### config.mk
export PLATFORM = sky130hd
export DESIGN_NAME = fib_datapath_flat
export DESIGN_NICKNAME = d
export VERILOG_FILES = /design/src/rtl/fib_pkg.sv /design/src/rtl/fib_datapath_if.sv /design/src/rtl/fib_step_counter.sv /design/src/rtl/fib_datapath.sv /design/src/flat_wrapper.sv
export SDC_FILE = /design/constraint.sdc
export NUM_CORES = 1
export LEC_CHECK = 0
export ABC_AREA = 1
export CAP_MARGIN = 10
export CORE_MARGIN = 3
export CORE_UTILIZATION = 60
export CTS_CLUSTER_DIAMETER = 120
export DETAILED_ROUTE_END_ITERATION = 10
export PLACE_DENSITY_LB_ADDON = 0.3
export SLEW_MARGIN = 5
export SYNTH_ARGS = -nofsm -noshare
export SYNTH_HDL_FRONTEND = slang
export SYNTH_HIERARCHICAL = 1
export SYNTH_SLANG_ARGS = --single-unit
### constraint.sdc
create_clock -name clk -period 4.6 [get_ports clk]
set_input_delay 0.92 -clock clk [delete_from_list [all_inputs] [get_ports clk]]
set_output_delay 0.92 -clock clk [all_outputs]
set_load 0.02 [all_outputs]
### src/rtl/fib_pkg.sv
// Shared constants and the pair-operation decode for the Fibonacci datapath.
package fib_pkg;

  localparam int CNT_W     = 5;
  localparam int SEED_PREV = 0;
  localparam int SEED_CURR = 1;
  localparam int MAX_N_W16 = 24;

  typedef enum logic [1:0] {
    PAIR_HOLD,
    PAIR_SEED,
    PAIR_ADVANCE
  } pair_op_e;

  // Clear beats seed/advance; a seed and a clear have identical effect on the pair.
  function automatic pair_op_e decode_pair_op(input logic counter_reset,
                                              input logic counter_enb,
                                              input logic mux_sel);
    // NOTE: default first so every path assigns op and no latch can be inferred.
    pair_op_e op = PAIR_HOLD;
    if (!counter_reset)          op = PAIR_SEED;
    else if (counter_enb)        op = mux_sel ? PAIR_SEED : PAIR_ADVANCE;
    return op;
  endfunction

endpackage

### src/rtl/fib_datapath_if.sv
// Strobe/result bundle between the Fibonacci controller (master) and datapath (slave).
interface fib_datapath_if #(parameter int W = 16) ();
  import fib_pkg::*;

  logic             load_input;
  logic [CNT_W-1:0] n_in;
  logic             counter_reset;
  logic             counter_enb;
  logic             mux_sel;
  logic             load_output;
  logic [CNT_W-1:0] counter;
  logic [CNT_W-1:0] count_to;
  logic [W-1:0]     fib_out;
  logic             overflow;

  modport master (
    output load_input, n_in, counter_reset, counter_enb, mux_sel, load_output,
    input  counter, count_to, fib_out, overflow
  );

  modport slave (
    input  load_input, n_in, counter_reset, counter_enb, mux_sel, load_output,
    output counter, count_to, fib_out, overflow
  );

endinterface

### src/rtl/fib_step_counter.sv
// Step counter: active-low synchronous clear, seed clear, enable; wraps modulo 2^CNT_W.
module fib_step_counter
  import fib_pkg::*;
(
  input  logic             clk,
  input  logic             reset,
  input  logic             clear_n,
  input  logic             seed,
  input  logic             enb,
  output logic [CNT_W-1:0] count
);

  // NOTE: sequential state uses non-blocking assignments so every flop samples pre-edge values.
  always_ff @(posedge clk or negedge reset) begin
    if (!reset)                count <= '0;
    else if (!clear_n || seed) count <= '0;
    else if (enb)              count <= count + CNT_W'(1);
  end

endmodule

### src/rtl/fib_datapath.sv
// Fibonacci datapath: requested index, step counter, (prev,curr) pair with adder, result register.
module fib_datapath
  import fib_pkg::*;
#(
  parameter int W = 16
) (
  input  logic           clk,
  input  logic           reset,
  fib_datapath_if.slave  bus
);

  pair_op_e     pair_op;
  logic [W-1:0] prev;
  logic [W-1:0] curr;
  logic [W:0]   sum;
  logic         curr_ovf;
  logic         ovf_acc;
  logic [CNT_W-1:0] count_to_q;

  assign pair_op = decode_pair_op(bus.counter_reset, bus.counter_enb, bus.mux_sel);
  assign sum     = {1'b0, prev} + {1'b0, curr};

  fib_step_counter u_counter (
    .clk     (clk),
    .reset   (reset),
    .clear_n (bus.counter_reset),
    .seed    (bus.counter_enb & bus.mux_sel),
    .enb     (bus.counter_enb),
    .count   (bus.counter)
  );

  // NOTE: every register here is reset; nothing is memory-like, so no flop is left uninitialised.
  always_ff @(posedge clk or negedge reset) begin
    if (!reset)              count_to_q <= '0;
    else if (bus.load_input) count_to_q <= bus.n_in;
  end

  assign bus.count_to = count_to_q;

  // curr_ovf marks that curr has exceeded W bits; ovf_acc follows it into prev,
  // so the flag describes the value that load_output actually publishes.
  always_ff @(posedge clk or negedge reset) begin
    if (!reset) begin
      prev     <= W'(SEED_PREV);
      curr     <= W'(SEED_CURR);
      curr_ovf <= 1'b0;
      ovf_acc  <= 1'b0;
    end else begin
      case (pair_op)
        PAIR_SEED: begin
          prev     <= W'(SEED_PREV);
          curr     <= W'(SEED_CURR);
          curr_ovf <= 1'b0;
          ovf_acc  <= 1'b0;
        end
        PAIR_ADVANCE: begin
          prev     <= curr;
          curr     <= sum[W-1:0];
          curr_ovf <= curr_ovf | sum[W];
          ovf_acc  <= ovf_acc | curr_ovf;
        end
        default: ;
      endcase
    end
  end

  always_ff @(posedge clk or negedge reset) begin
    if (!reset) begin
      bus.fib_out  <= '0;
      bus.overflow <= 1'b0;
    end else if (bus.load_output) begin
      bus.fib_out  <= prev;
      bus.overflow <= ovf_acc;
    end
  end

endmodule
### src/flat_wrapper.sv
// flat-port wrapper written by rule: the top's interface ports become plain ports
module fib_datapath_flat import fib_pkg::*;
#(
  parameter int W = 16
)
  (clk, reset, bus_load_input, bus_n_in, bus_counter_reset, bus_counter_enb, bus_mux_sel, bus_load_output, bus_counter, bus_count_to, bus_fib_out, bus_overflow);
  fib_datapath_if #(.W(W)) bus_i ();
  input  logic clk;
  input  logic reset;
  input wire logic [$bits(bus_i.load_input)-1:0] bus_load_input;
  input wire logic [$bits(bus_i.n_in)-1:0] bus_n_in;
  input wire logic [$bits(bus_i.counter_reset)-1:0] bus_counter_reset;
  input wire logic [$bits(bus_i.counter_enb)-1:0] bus_counter_enb;
  input wire logic [$bits(bus_i.mux_sel)-1:0] bus_mux_sel;
  input wire logic [$bits(bus_i.load_output)-1:0] bus_load_output;
  output wire logic [$bits(bus_i.counter)-1:0] bus_counter;
  output wire logic [$bits(bus_i.count_to)-1:0] bus_count_to;
  output wire logic [$bits(bus_i.fib_out)-1:0] bus_fib_out;
  output wire logic [$bits(bus_i.overflow)-1:0] bus_overflow;
  assign bus_i.load_input = bus_load_input;
  assign bus_i.n_in = bus_n_in;
  assign bus_i.counter_reset = bus_counter_reset;
  assign bus_i.counter_enb = bus_counter_enb;
  assign bus_i.mux_sel = bus_mux_sel;
  assign bus_i.load_output = bus_load_output;
  assign bus_counter = bus_i.counter;
  assign bus_count_to = bus_i.count_to;
  assign bus_fib_out = bus_i.fib_out;
  assign bus_overflow = bus_i.overflow;
  fib_datapath #(.W(W)) u_core (.clk(clk), .reset(reset), .bus(bus_i));
endmodule
==> impl_metrics.env <==
export IMPL_area_growth_pct=18.5
export IMPL_tns_ns=0
export IMPL_setup_ws_ns=1.36
export IMPL_drt_total_wl_um=7410
export IMPL_grt_max_degree=44
export IMPL_yosysSeqAreaShare_pct=46.2
export IMPL_highest_layer="met4"
export IMPL_clock_insertion_delay_worst_skew_ns=0.33
export IMPL_viasPerCell=5.28
export IMPL_drive_above_1_share_pct=7.86
export IMPL_rsz0062_at_grt="false"
export IMPL_fillCellCount=388
export IMPL_yosysTopAreaCell="dfrtp_1"
export IMPL_initialDrtViolationCount=208
export IMPL_syn_nets=456
export IMPL_startpoint="bus_counter_enb"
export IMPL_worstSetupEndpointType="flip-flop"
export IMPL_cp_required_ns=4.85
export IMPL_worst_pin_slew_ns=1.09
export IMPL_outcome="finished, final reports clean"
export IMPL_numClockSinks=61
export IMPL_drc_errors=0
export IMPL_dp_slack_ns=1.07
export IMPL_antenna_left=0
export IMPL_fin_crit_ns=3.24
export IMPL_synth_cell_types=28
export IMPL_cts_root_buffer_cell="clkbuf_8"
export IMPL_hold_path_class="reg -> reg"
export IMPL_final_common_cell="nand2_1"
export IMPL_firstDrtPassIters=5
export IMPL_core_area_mm2=0.00520
export IMPL_num_rows=26
export IMPL_yosys_register_bits=61
export IMPL_cts_resized=0
export IMPL_rr_startpoint="u_core/curr[0]$_DFFE_PN1P_"
export IMPL_peakVddDrop_v=0.000241
export IMPL_wl_met3_um=504
export IMPL_finalNetCount=497
export IMPL_criticalPathCategory="in -> reg"
export IMPL_dieWidth_um=80.2
export IMPL_grt_ovfl_total=0
export IMPL_max_freq_mhz=309
export IMPL_arrival_ns=3.48
export IMPL_setup_viol=0
export IMPL_gp_congestion=0.878
export IMPL_wl_per_cell_um=13.7
export IMPL_synth_top_area_share_pct=45.4
export IMPL_cts_setup_buffers=0
export IMPL_grt_util_all_layers_pct=26.1
export IMPL_wl_met2_um=3250
export IMPL_clk_pin_slew_ns=0.07
export IMPL_num_antenna_cells=0
export IMPL_path_max_fanout=26
export IMPL_reg2reg_slack_ns=2.52
export IMPL_io_pins=39
export IMPL_power_density_mw_per_mm2=279
export IMPL_grt_antenna_before_repair=0
export IMPL_fp_dieH_um=80.2
export IMPL_synth_area_leaders="dfrtp_1 45%, nand2_1 13%, inv_1 8.4%"
export IMPL_layout_common_cells="118 x nand2_1, 74 x inv_1, 60 x dfrtp_1"
export IMPL_ctsHoldBuffers=0
export IMPL_max_slew_margin_pct=27.3
export IMPL_avgSynthCellArea_um2=7.78
export IMPL_leakage_uw=0.00204
export IMPL_syn_area_mm2=0.00331
export IMPL_start_kind="input port"
export IMPL_maxCapViolations=0
export IMPL_hold_violations=0
export IMPL_io_buffers=38
export IMPL_place_hpwl_um=5470
export IMPL_cts_made_buffers=9
export IMPL_worst_r2r_cell_count=13
export IMPL_initial_core_util_pct=63.5
export IMPL_first_global_vias=2787
export IMPL_multi_input_area_mm2=0.00145
export IMPL_fin_worst_skew_ns=0.00934
export IMPL_cts_tree="built"
export IMPL_whs_path_depth=2
export IMPL_fin_crit_sh_pct=70.4
export IMPL_die_area_mm2=0.00644
export IMPL_synthCells=425
export IMPL_endpoint="u_core/curr[2]$_DFFE_PN0P_"
export IMPL_final_max_slew_violation_count=0
export IMPL_htree_levels=3
export IMPL_yosys_warnings=6
export IMPL_clk_path_buf_depth=2
export IMPL_grt_pass1_wl_um=12800
export IMPL_seqCellArea_mm2=0.00153
export IMPL_vias=2854
export IMPL_reg2reg_to="u_core/curr[12]$_DFFE_PN0P_"
export IMPL_routedLengthMet1_um=3550
## worst min-delay path by stage
stage | end | slack (ns) | start
finish | u_core/curr[0]$_DFFE_PN1P_ | 0.50 | u_core/curr[0]$_DFFE_PN1P_
global route | u_core/curr[0]$_DFFE_PN1P_ | 0.52 | u_core/curr[0]$_DFFE_PN1P_
CTS | u_core/curr[0]$_DFFE_PN1P_ | 0.49 | u_core/curr[0]$_DFFE_PN1P_
detailed placement | u_core/curr[0]$_DFFE_PN1P_ | 0.49 | u_core/curr[0]$_DFFE_PN1P_
global placement | u_core/curr_ovf$_DFFE_PN0P_ | 0.48 | u_core/curr_ovf$_DFFE_PN0P_
floorplan | u_core/ovf_acc$_DFFE_PN0P_ | 0.46 | u_core/ovf_acc$_DFFE_PN0P_
## logic make-up (layout without fill, tap and decap cells)
| kind of cell | after synthesis | after routing | synth area share, % |
|---|---|---|---|
| mux | 7 | 7 | 2.38 |
| buf+inv | 85 | 131 | 9.80 |
| flops | 61 | 61 | 46.2 |
| fa+ha+maj | 19 | 19 | 7.42 |
| simple gates | 191 | 191 | 24.1 |
| compound gates | 62 | 62 | 10.1 |
## where the power goes
group / switching [uW] / total [uW] / internal, uW / leakage, uW
Clock: 196 / 420 / 224 / 0.0000857
Sequential: 8.86 / 561 / 552 / 0.000814
Combinational: 65.7 / 113 / 47.0 / 0.00114
## flip-flops by register name, summed over array words and instances, names as in the netlist
signal	flops
u_core/ovf_acc	1
u_core/bus.fib_out	16
u_core/curr	16
u_core/curr_ovf	1
u_core/bus.overflow	1
u_core/prev	16
u_core/bus.count_to	5
u_core/u_counter/count	5
## per-stage QoR
stage                     power [uW]  area, um2  cells  hold slack (ns)  utilization (%)
after floorplan                  623       3310    425            0.457                -
after global placement           680       3740    525            0.478             71.8
after detailed placement         683       3740    525            0.485             71.8
after CTS                       1110       3920    541            0.494             75.2
after global routing            1140       3920    541            0.517             75.2
final                           1090       3920    541            0.495             75.2
## cell usage after synthesis (all sizes together)
cell type	number
mux2	7
a21oi	32
nand3b	3
nand2	122
dfstp	1
nor3	4
dfrtp	60
fa	1
clkbuf	5
and3b	1
ha	18
buf	4
o22ai	12
o21ai	17
nand3	16
inv	76
nor2	40
and2	2
or2	3
a22o	1
## layout make-up
| type | count | area share (%) |
|---|---|---|
| multi-input cells | 279 | 37.1 |
| repair buffers | 39 | 9.78 |
| well taps | 70 | 2.24 |
| flip-flops and latches | 61 | 39.0 |
| clock buffers | 13 | 4.06 |
| inverters | 76 | 7.28 |
| clock inverters | 3 | 0.511 |
## critical path: stages
cell	delay (ns)
clkdlybuf4s50_1	0.58
nand2_1	0.07
inv_1	0.08
nor2_1	0.05
ha_1	0.45
inv_2	0.39
nand2_2	0.31
inv_2	0.37
nand2_1	0.13
o22ai_1	0.13
## per-layer routing
| metal | track usage (%) | up-vias |
|---|---|---|
| li1 | - | 1417 |
| met1 | 37.5 | 1332 |
| met2 | 39.2 | 94 |
| met3 | 6.05 | 11 |
| met4 | 8.28 | 0 |
| met5 | 0 | - |
(Power assumes the default switching activity.)
